[src/rtl/scan_pkg.sv]
// rtl/scan_pkg.sv - shared state encoding and gate register map for the scan sequencer
package scan_pkg;

  typedef enum logic [2:0] {
    S_IDLE   = 3'd0,
    S_SELECT = 3'd1,
    S_WRITE  = 3'd2,
    S_SETTLE = 3'd3,
    S_DWELL  = 3'd4,
    S_CLEAR  = 3'd5,
    S_FINISH = 3'd6
  } scan_state_t;

  localparam logic [7:0] GATE_CMD_ADDR = 8'h20;
  localparam logic [7:0] GATE_ERR_ADDR = 8'h21;
  localparam logic [7:0] GATE_SEL_ADDR = 8'h22;

endpackage

[src/rtl/pulse_counter.sv]
// rtl/pulse_counter.sv - synchronized rising-edge counter with saturation
module pulse_counter #(
  parameter int CNT_WIDTH = 16
) (
  input  logic                 clk,
  input  logic                 res,
  input  logic                 clr,
  input  logic                 pulse_in,
  output logic [CNT_WIDTH-1:0] count
);

  logic                 sync1_q;
  logic                 sync2_q;
  logic                 prev_q;
  logic [CNT_WIDTH-1:0] count_q;
  logic                 rise;

  // an edge is seen on the third clock after pulse_in rises
  assign rise  = sync2_q & ~prev_q;
  assign count = count_q;

  // two-flop synchronizer plus one history flop for edge detection
  always_ff @(posedge clk) begin
    if (res) begin
      sync1_q <= 1'b0;
      sync2_q <= 1'b0;
      prev_q  <= 1'b0;
    end else begin
      sync1_q <= pulse_in;
      sync2_q <= sync1_q;
      prev_q  <= sync2_q;
    end
  end

  // count detected edges, holding at all-ones instead of wrapping
  always_ff @(posedge clk) begin
    if (res || clr) begin
      count_q <= '0;
    end else if (rise && (count_q != {CNT_WIDTH{1'b1}})) begin
      count_q <= count_q + 1'b1;
    end
  end

endmodule

[src/rtl/scan_sequencer.sv]
// rtl/scan_sequencer.sv - walks enabled gate channels, dwelling on each for a count of generator pulses
module scan_sequencer
  import scan_pkg::*;
#(
  parameter int DATA_WIDTH = 8,
  parameter int NUM_CH     = 10,
  parameter int CNT_WIDTH  = 16,
  parameter int SETTLE_CYC = 4
) (
  input  logic                  clk,
  input  logic                  res,
  input  logic                  start,
  input  logic                  stop,
  input  logic                  loop,
  input  logic [CNT_WIDTH-1:0]  dwell,
  input  logic [NUM_CH-1:0]     keys,
  input  logic                  gen_in,
  output logic [DATA_WIDTH-1:0] addr,
  output logic [DATA_WIDTH-1:0] data_out,
  output logic                  we,
  output logic [3:0]            cur_ch,
  output logic                  busy,
  output logic                  done,
  output logic                  err
);

  // pointer must hold NUM_CH+1 after the last channel
  localparam int PW = $clog2(NUM_CH + 2);
  localparam int SW = (SETTLE_CYC > 1) ? $clog2(SETTLE_CYC) : 1;
  localparam logic [SW-1:0] SETTLE_LAST = SW'((SETTLE_CYC > 0) ? SETTLE_CYC - 1 : 0);

  scan_state_t          state_q;
  logic [PW-1:0]        ptr_q;
  logic [PW-1:0]        ch_q;
  logic [SW-1:0]        settle_q;
  logic                 wrote_q;
  logic                 aborted_q;
  logic [DATA_WIDTH-1:0] addr_q;
  logic [DATA_WIDTH-1:0] data_q;
  logic                 we_q;
  logic [3:0]           cur_ch_q;
  logic                 busy_q;
  logic                 done_q;
  logic                 err_q;

  logic                 found;
  logic                 any_en;
  logic [PW-1:0]        found_ch;
  logic                 to_clear;
  logic                 cnt_clr;
  logic [CNT_WIDTH-1:0] cnt;

  // dwell counter only runs in DWELL, so it starts from zero on every entry
  assign cnt_clr = (state_q != S_DWELL);

  pulse_counter #(
    .CNT_WIDTH(CNT_WIDTH)
  ) u_pulse_counter (
    .clk     (clk),
    .res     (res),
    .clr     (cnt_clr),
    .pulse_in(gen_in),
    .count   (cnt)
  );

  // lowest enabled channel at or above the search pointer; descending scan lets the lowest win
  always_comb begin
    found    = 1'b0;
    any_en   = 1'b0;
    found_ch = '0;
    for (int i = NUM_CH; i >= 1; i--) begin
      if (!keys[i-1]) begin
        any_en = 1'b1;
        if (PW'(i) >= ptr_q) begin
          found    = 1'b1;
          found_ch = PW'(i);
        end
      end
    end
  end

  // stop aborts from any active scan state; SELECT also falls into CLEAR when nothing is left
  always_comb begin
    to_clear = 1'b0;
    unique case (state_q)
      S_SELECT:                    to_clear = stop || (!found && !(loop && any_en));
      S_WRITE, S_SETTLE, S_DWELL:  to_clear = stop;
      default:                     to_clear = 1'b0;
    endcase
  end

  // scan FSM; bus outputs are loaded on entry to WRITE/CLEAR and zeroed otherwise
  always_ff @(posedge clk) begin
    if (res) begin
      state_q   <= S_IDLE;
      ptr_q     <= PW'(1);
      ch_q      <= '0;
      settle_q  <= '0;
      wrote_q   <= 1'b0;
      aborted_q <= 1'b0;
      addr_q    <= '0;
      data_q    <= '0;
      we_q      <= 1'b0;
      cur_ch_q  <= '0;
      busy_q    <= 1'b0;
      done_q    <= 1'b0;
      err_q     <= 1'b0;
    end else begin
      we_q   <= 1'b0;
      addr_q <= '0;
      data_q <= '0;
      done_q <= 1'b0;
      err_q  <= 1'b0;
      if (to_clear) begin
        state_q  <= S_CLEAR;
        we_q     <= 1'b1;
        addr_q   <= DATA_WIDTH'(GATE_SEL_ADDR);
        cur_ch_q <= '0;
        if (stop) begin
          aborted_q <= 1'b1;
        end
      end else begin
        unique case (state_q)
          S_IDLE: begin
            if (start) begin
              state_q   <= S_SELECT;
              ptr_q     <= PW'(1);
              busy_q    <= 1'b1;
              wrote_q   <= 1'b0;
              aborted_q <= 1'b0;
            end
          end
          S_SELECT: begin
            if (found) begin
              state_q  <= S_WRITE;
              ch_q     <= found_ch;
              we_q     <= 1'b1;
              addr_q   <= DATA_WIDTH'(GATE_SEL_ADDR);
              data_q   <= DATA_WIDTH'(found_ch);
              cur_ch_q <= 4'(found_ch);
              wrote_q  <= 1'b1;
            end else begin
              ptr_q <= PW'(1);
            end
          end
          S_WRITE: begin
            state_q  <= S_SETTLE;
            settle_q <= '0;
          end
          S_SETTLE: begin
            if (settle_q == SETTLE_LAST) begin
              state_q <= S_DWELL;
            end else begin
              settle_q <= settle_q + 1'b1;
            end
          end
          S_DWELL: begin
            if (cnt == dwell) begin
              ptr_q   <= ch_q + 1'b1;
              state_q <= S_SELECT;
            end
          end
          S_CLEAR: begin
            state_q <= S_FINISH;
            done_q  <= wrote_q && !aborted_q;
            err_q   <= !wrote_q && !aborted_q;
          end
          S_FINISH: begin
            state_q <= S_IDLE;
            busy_q  <= 1'b0;
          end
          default: state_q <= S_IDLE;
        endcase
      end
    end
  end

  assign addr     = addr_q;
  assign data_out = data_q;
  assign we       = we_q;
  assign cur_ch   = cur_ch_q;
  assign busy     = busy_q;
  assign done     = done_q;
  assign err      = err_q;

endmodule

[config.mk]
export PLATFORM = sky130hd
export DESIGN_NAME = scan_sequencer
export DESIGN_NICKNAME = d
export VERILOG_FILES = /design/src/rtl/scan_pkg.sv /design/src/rtl/pulse_counter.sv /design/src/rtl/scan_sequencer.sv
export SDC_FILE = /design/constraint.sdc
export NUM_CORES = 1
export LEC_CHECK = 0
export CAP_MARGIN = 10
export CORE_ASPECT_RATIO = 2
export CORE_MARGIN = 4
export CORE_UTILIZATION = 60
export DETAILED_ROUTE_END_ITERATION = 12
export DONT_BUFFER_PORTS = 1
export PLACE_DENSITY_LB_ADDON = 0.15
export SYNTH_ARGS = -nofsm -noshare
export SYNTH_HDL_FRONTEND = slang
export SYNTH_SLANG_ARGS = --single-unit
[constraint.sdc]
create_clock -name clk -period 2.5 [get_ports clk]
set_input_delay 0.375 -clock clk [delete_from_list [all_inputs] [get_ports clk]]
set_output_delay 0.375 -clock clk [all_outputs]
set_load 0.005 [all_outputs]
==> results.tsv, run 1 <==
metric	value	unit
CTS tree	done	
share of cells above drive strength 1	8.14	%
Seq cells post-synth	46	
WL met3	239	microns
Detail Route Antenna Nets	0	
CP arrival	2.37	ns
synth warn	0	
mapped cell area	2570	sq um
Syn Inst Count	298	
critical path type	register to register	
met2 WL post-DR	3360	microns
met1 wire length	1950	microns
Detailed Place HPWL	4570	microns
Post-Route WL	5770	microns
Final GP Congestion	0.844	
placed cells	339	
die width	54.3	microns
htree depth	2	
Std-Cell Rows	33	
worst skew pair latency	0.30	ns
largest net degree at the start of global routing	25	
CTS root buf	clkbuf_8	
clock-pin slew on the worst setup and hold paths	0.09	ns
CP max-delay cell	dfxtp_1	
CTS sink cnt	46	
Flop pwr share	50.1	%
logic gate share of total power	19.2	%
worst hold path class	input port to register	
synth unique cells	62	
Area growth syn-to-layout	3.26	%
CP Launch Point	ptr_q[1]$_SDFFE_PP0P_	
status	finished, final reports clean	
most frequent cell after synthesis	dfxtp_1	
1st-iter DRT viols	55	
Pwr per Cell Area	617	nW/um^2
Async SR Flop Fraction	0	%
Yosys top cell area share	35.8	%
CP top delay family	compound AO/OA/AOI/OAI gates	
I/O Pins	56	
Leak	0.913	nW
critical path peak fanout	13	
final hold violation count	0	
crit path to	ptr_q[2]$_SDFFE_PP0P_	
number of synthesized flops with an enable pin	0	
gr ovfl total	0	
core box area	4130	sq um
RSZ-0062 raised after global routing	no	
clock skew	0.00707	ns
gr usage total	22.7	%
max_slew headroom	60.5	%
Peak Freq	468	MHz
P_int	1.16	mW
Longest Clk Path Bufs	2	
Clock Power Share	30.6	%
Final TNS setup	0	ns
CP startpoint kind	register	
Hold Buf Count CTS	0	
vias	2097	
maximum vdd drop	487	uV
Syn Area/Cell	8.63	sq um
Fillers	394	
r2r startpoint	ptr_q[1]$_SDFFE_PP0P_	
first-pass GRT wire length	9200	microns
antenna cell count	0	
max layer used	met4	
Max-cap violations	0	
Post-CTS Setup Inserts	0	
Final Instance Count excl. Fillers	347	
FF-to-FF setup slack	0.36	ns
die area	5460	sq um
Buf/Inv on CP	0	
Period Utilization, post-route	85.5	%
Initial Util	62.3	%
Slew Viols, Final	0	
IO Port Bufs	0	
Yosys top cell by area	dfxtp_1	
critical path, cell by cell	a31o_2 > a21oi_1 > nor3_2 > nand2_1 > a31oi_4 > mux2i_1	
drt drc	0	
commonest cells in the netlist	dfxtp_1, nor2_1, nand2_1, xnor2_1, a21oi_1	
drt pass-1 iters	5	
Die Ht	101	microns
Crit path depth	6	
Worst R2R Path Depth	6	
Setup crit end kind	register	
Setup-failing EPs final	0	
sw frac	29.2	%
post-synthesis sequential area ratio	35.8	%
Worst Tran Pin Value	0.592	ns
CTS Buf Count	5	
ys flop type	dfxtp_1	
Final Net Count	329	
cts repair resizes	0	
synth top area cells	dfxtp_1, xnor2_1, nor2_1, buf_4, a21oi_1	
Via density	6.04	
P_sw	0.478	mW
slowest stage delay, CP	0.58	ns
worst r2r dst	ptr_q[2]$_SDFFE_PP0P_	
wire per inst	16.6	microns
Req. time, crit path	2.73	ns
initial antenna violation count	0	
vias in the first global route	2057	
Final Critical Period	2.14	ns
==> metrics by stage <==
stage / area, sq um / worst slack (ns) / power, mW / util, % / hold slack [ns]
floorplan: 2610 / 0.680 / 1.11 / - / 0.408
global placement: 2550 / 0.436 / 1.14 / 61.8 / 0.428
detailed placement: 2550 / 0.386 / 1.15 / 61.8 / 0.441
CTS: 2660 / 0.377 / 1.65 / 64.3 / 0.127
global route: 2660 / 0.136 / 1.72 / 64.3 / 0.117
finish: 2660 / 0.363 / 1.64 / 64.3 / 0.128
==> sequential cells by signal, summed over array words and instances, names as in the netlist, 2 cells and up <==
| signal | count |
|---|---|
| ch_q | 4 |
| ptr_q | 4 |
| state_q | 3 |
| data_out | 4 |
| settle_q | 2 |
| u_pulse_counter.count | 16 |
| cur_ch | 4 |
==> layout make-up <==
| cell class | count | area (sq um) | area share, % |
|---|---|---|---|
| flip-flops and latches | 46 | 921 | 34.7 |
| well taps | 52 | 65.1 | 2.45 |
| multi-input cells | 233 | 1520 | 57.4 |
| repair buffers | 3 | 22.5 | 0.848 |
| clock inverters | 1 | 8.76 | 0.330 |
| inverters | 5 | 18.8 | 0.707 |
| clock buffers | 7 | 96.3 | 3.63 |
==> worst reg2reg max path: cells and delay by family, from the launching register on <==
family             cells  cell delay (ns)
and+or+nand+nor        2             0.64
muxes                  1             0.21
DFF                    1             0.58
AOI/OAI and AO/OA      3             0.65
==> worst min-delay path by stage <==
stage,start,to,slack [ns],depth (start not counted)
after global placement,u_pulse_counter.sync1_q$_SDFF_PP0_,u_pulse_counter.sync2_q$_SDFF_PP0_,0.43,1
after floorplan,wrote_q$_SDFFE_PP0P_,err$_SDFF_PP0_,0.41,1
after global routing,res,ch_q[0]$_SDFFE_PP0P_,0.12,1
after detailed placement,u_pulse_counter.sync1_q$_SDFF_PP0_,u_pulse_counter.sync2_q$_SDFF_PP0_,0.44,1
final,res,ch_q[0]$_SDFFE_PP0P_,0.13,1
after CTS,res,ch_q[0]$_SDFFE_PP0P_,0.13,1
==> power groups by stage <==
stage	logic, mW	clock network (mW)	registers, mW
finish	0.315	0.502	0.821
global route	0.347	0.542	0.828
CTS	0.315	0.510	0.821
detailed placement	0.314	0	0.838
global placement	0.308	0	0.837
floorplan	0.288	0	0.820
==> routing by layer <==
layer / vias up / GRT usage (%)
li1: 1032 / -
met1: 990 / 21.0
met2: 61 / 44.0
met3: 14 / 2.96
met4: 0 / 11.3
met5: - / 0
==> cell usage in the layout (no fill, tap or decap), types with 2 or more instances in the layout <==
cell	n
o21ai_0	10
and2_1	4
buf_4	3
and3_1	2
nand3_1	10
nand2_1	22
xnor2_1	22
clkbuf_8	7
mux2i_1	5
nor4_1	4
a31o_2	2
nor2_1	31
conb_1	10
a211o_1	3
dfxtp_1	46
o221ai_1	2
nor3b_1	3
nor2b_1	5
or3_1	4
nand2b_1	4
a21oi_1	17
xor2_1	9
o21bai_1	3
inv_1	3
nor3_1	12
ha_1	3
a31oi_1	3
o22a_1	3
a21o_1	4
nand4_1	9
==> logic make-up after synthesis <==
kind of cell / count (synthesis) / synth area share, %
xor gates and xnor gates: 31 / 10.6
DFF: 46 / 35.8
other: 1 / 0.146
adders and majority gates: 3 / 1.46
and+or+nand+nor: 118 / 24.1
buffers and inverters: 28 / 6.28
muxes: 5 / 1.95
AOI/OAI and AO/OA: 66 / 19.7
(Power assumes the default switching activity.)
==> run 2: changes to the inputs <==
--- a/config.mk
+++ b/config.mk
@@ -7,7 +7,7 @@
 export LEC_CHECK = 0
 export CAP_MARGIN = 10
 export CORE_ASPECT_RATIO = 2
-export CORE_MARGIN = 4
+export CORE_MARGIN = 1
 export CORE_UTILIZATION = 60
 export DETAILED_ROUTE_END_ITERATION = 12
 export DONT_BUFFER_PORTS = 1
==> constraint.sdc (replaced) <==
create_clock -name clk -period 2.63 [get_ports clk]
set_input_delay 0.3945 -clock clk [delete_from_list [all_inputs] [get_ports clk]]
set_output_delay 0.3945 -clock clk [all_outputs]
set_load 0.005 [all_outputs]
==> run 2 against run 1 <==
Effect of this change:
- utilization barely moved
- flip-flop and latch count stayed put
- critical path depth did not move
- sequential power is 5.0% lower
- clock-buffer cell count fell by 1
- largest power group unchanged
==> results.tsv, run 2 (synthesized netlist as in run 1, its figures left out) <==
metric	value	unit
Final GP Congestion	0.843	
gr usage total	25.8	%
I/O Pins	56	
GR Layer Usage met3	3.63	%
clock skew	0.00152	ns
Hold Slack	0.159	ns
cts repair resizes	0	
CTS tree	done	
CP max-delay cell	dfxtp_1	
commonest cells after routing, fill and taps aside	dfxtp_1, nor2_1, nand2_1, xnor2_1, a21oi_1	
Top Usage Layer GRT	met2	
Hold Crit Endpoint	ch_q[0]$_SDFFE_PP0P_	
1st-iter DRT viols	23	
Worst R2R Path Depth	6	
htree depth	2	
Setup-failing EPs final	0	
Die Ht	94.6	microns
die width	48.3	microns
drt drc	0	
Finished Cell Area	2630	sq um
Peak Freq	467	MHz
vias	2073	
most common cell after layout, fill and taps aside	dfxtp_1	
Area growth syn-to-layout	2.29	%
Initial Util	62.9	%
GR met1 Demand/Resource	21.7	%
gr ovfl total	0	
drt pass-1 iters	4	
status	finished, final reports clean	
Hold Buf Count CTS	0	
placed cells	339	
Final TNS setup	0	ns
initial antenna violation count	0	
vias in the first global route	1932	
max reg flops	16	
met2 Usage GRT	49.7	%
Longest Clk Path Bufs	2	
first-pass GRT wire length	8290	microns
slowest stage delay, CP	0.58	ns
largest net degree at the start of global routing	25	
Worst Tran Pin Value	0.561	ns
post-layout util	64.3	%
clock-pin slew on the worst setup and hold paths	0.08	ns
max_slew headroom	62.6	%
CP startpoint kind	register	
FF-to-FF setup slack	0.49	ns
share of cells above drive strength 1	7.48	%
r2r startpoint	ptr_q[1]$_SDFFE_PP0P_	
Max-cap violations	0	
Post-CTS Setup Inserts	0	
CTS root buf	clkbuf_8	
Std-Cell Rows	33	
Detail Route Antenna Nets	0	
critical path type	register to register	
wire per inst	15.7	microns
critical path peak fanout	13	
IO Port Bufs	0	
worst skew pair latency	0.29	ns
Final Net Count	329	
Final Critical Period	2.14	ns
Post-Route WL	5450	microns
Overall Power	1.48	mW
Req. time, crit path	2.85	ns
Pwr per Cell Area	561	nW/um^2
CTS sink cnt	46	
Final Instance Count excl. Fillers	346	
Hold Crit Depth	1	
antenna cell count	0	
Setup crit end kind	register	
Detailed Place HPWL	4360	microns
Via density	5.99	
Slew Viols, Final	0	
Final WS setup	0.490	ns
Post-DP Area	2550	sq um
hold wc startpoint	res	
worst hold path class	input port to register	
worst r2r dst	ptr_q[2]$_SDFFE_PP0P_	
critical path, cell by cell	a31o_2 > a21oi_1 > nor3_2 > nand2_1 > a31oi_4 > mux2i_1	
CTS Buf Count	5	
maximum vdd drop	428	uV
CP Launch Point	ptr_q[1]$_SDFFE_PP0P_	
final hold violation count	0	
Period Utilization, post-route	81.4	%
CP arrival	2.36	ns
core box area	4090	sq um
RSZ-0062 raised after global routing	no	
Leak	0.896	nW
post-place setup slack	0.539	ns
die area	4570	sq um
run 2: critical path, delay by kind of cell, from the launching register on:
kind            cells  cell delay [ns]
compound gates      3             0.64
simple gates        2             0.64
flops               1             0.58
mux                 1             0.21
run 2: cell type report:
cell class | instances | area (sq um)
tap | 52 | 65.1
sequential | 46 | 921
inverter | 5 | 18.8
clock buffer | 6 | 72.6
timing repair buffer | 3 | 22.5
clock inverter | 1 | 7.51
fill | 390 | 1460
multi-input combinational | 233 | 1520
run 2: power by group:
| part | leakage, nW | switching, mW | internal [mW] |
|---|---|---|---|
| sequential | 0.373 | 0.0446 | 0.735 |
| combinational | 0.485 | 0.170 | 0.127 |
| clock | 0.0373 | 0.217 | 0.182 |
| total | 0.896 | 0.431 | 1.04 |
run 2: how the worst max path moves through the flow:
stage | endpoint | slack, ns | cells after the start
5_1_grt | ptr_q[0]$_SDFFE_PP1P_ | 0.33 | 6
2_1_floorplan | cur_ch[0]$_SDFFE_PP0P_ | 0.79 | 6
6_report | ptr_q[2]$_SDFFE_PP0P_ | 0.49 | 6
3_3_place_gp | ptr_q[0]$_SDFFE_PP1P_ | 0.56 | 6
3_5_place_dp | ptr_q[0]$_SDFFE_PP1P_ | 0.54 | 6
4_1_cts | ptr_q[2]$_SDFFE_PP0P_ | 0.50 | 6
run 2: layer usage:
| metal | share of wire, % | vias up |
|---|---|---|
| met2 | 58 | 54 |
| met5 | 0 | - |
| met4 | 4.8 | 0 |
| met3 | 2.9 | 17 |
| met1 | 34 | 965 |
| li1 | - | 1037 |
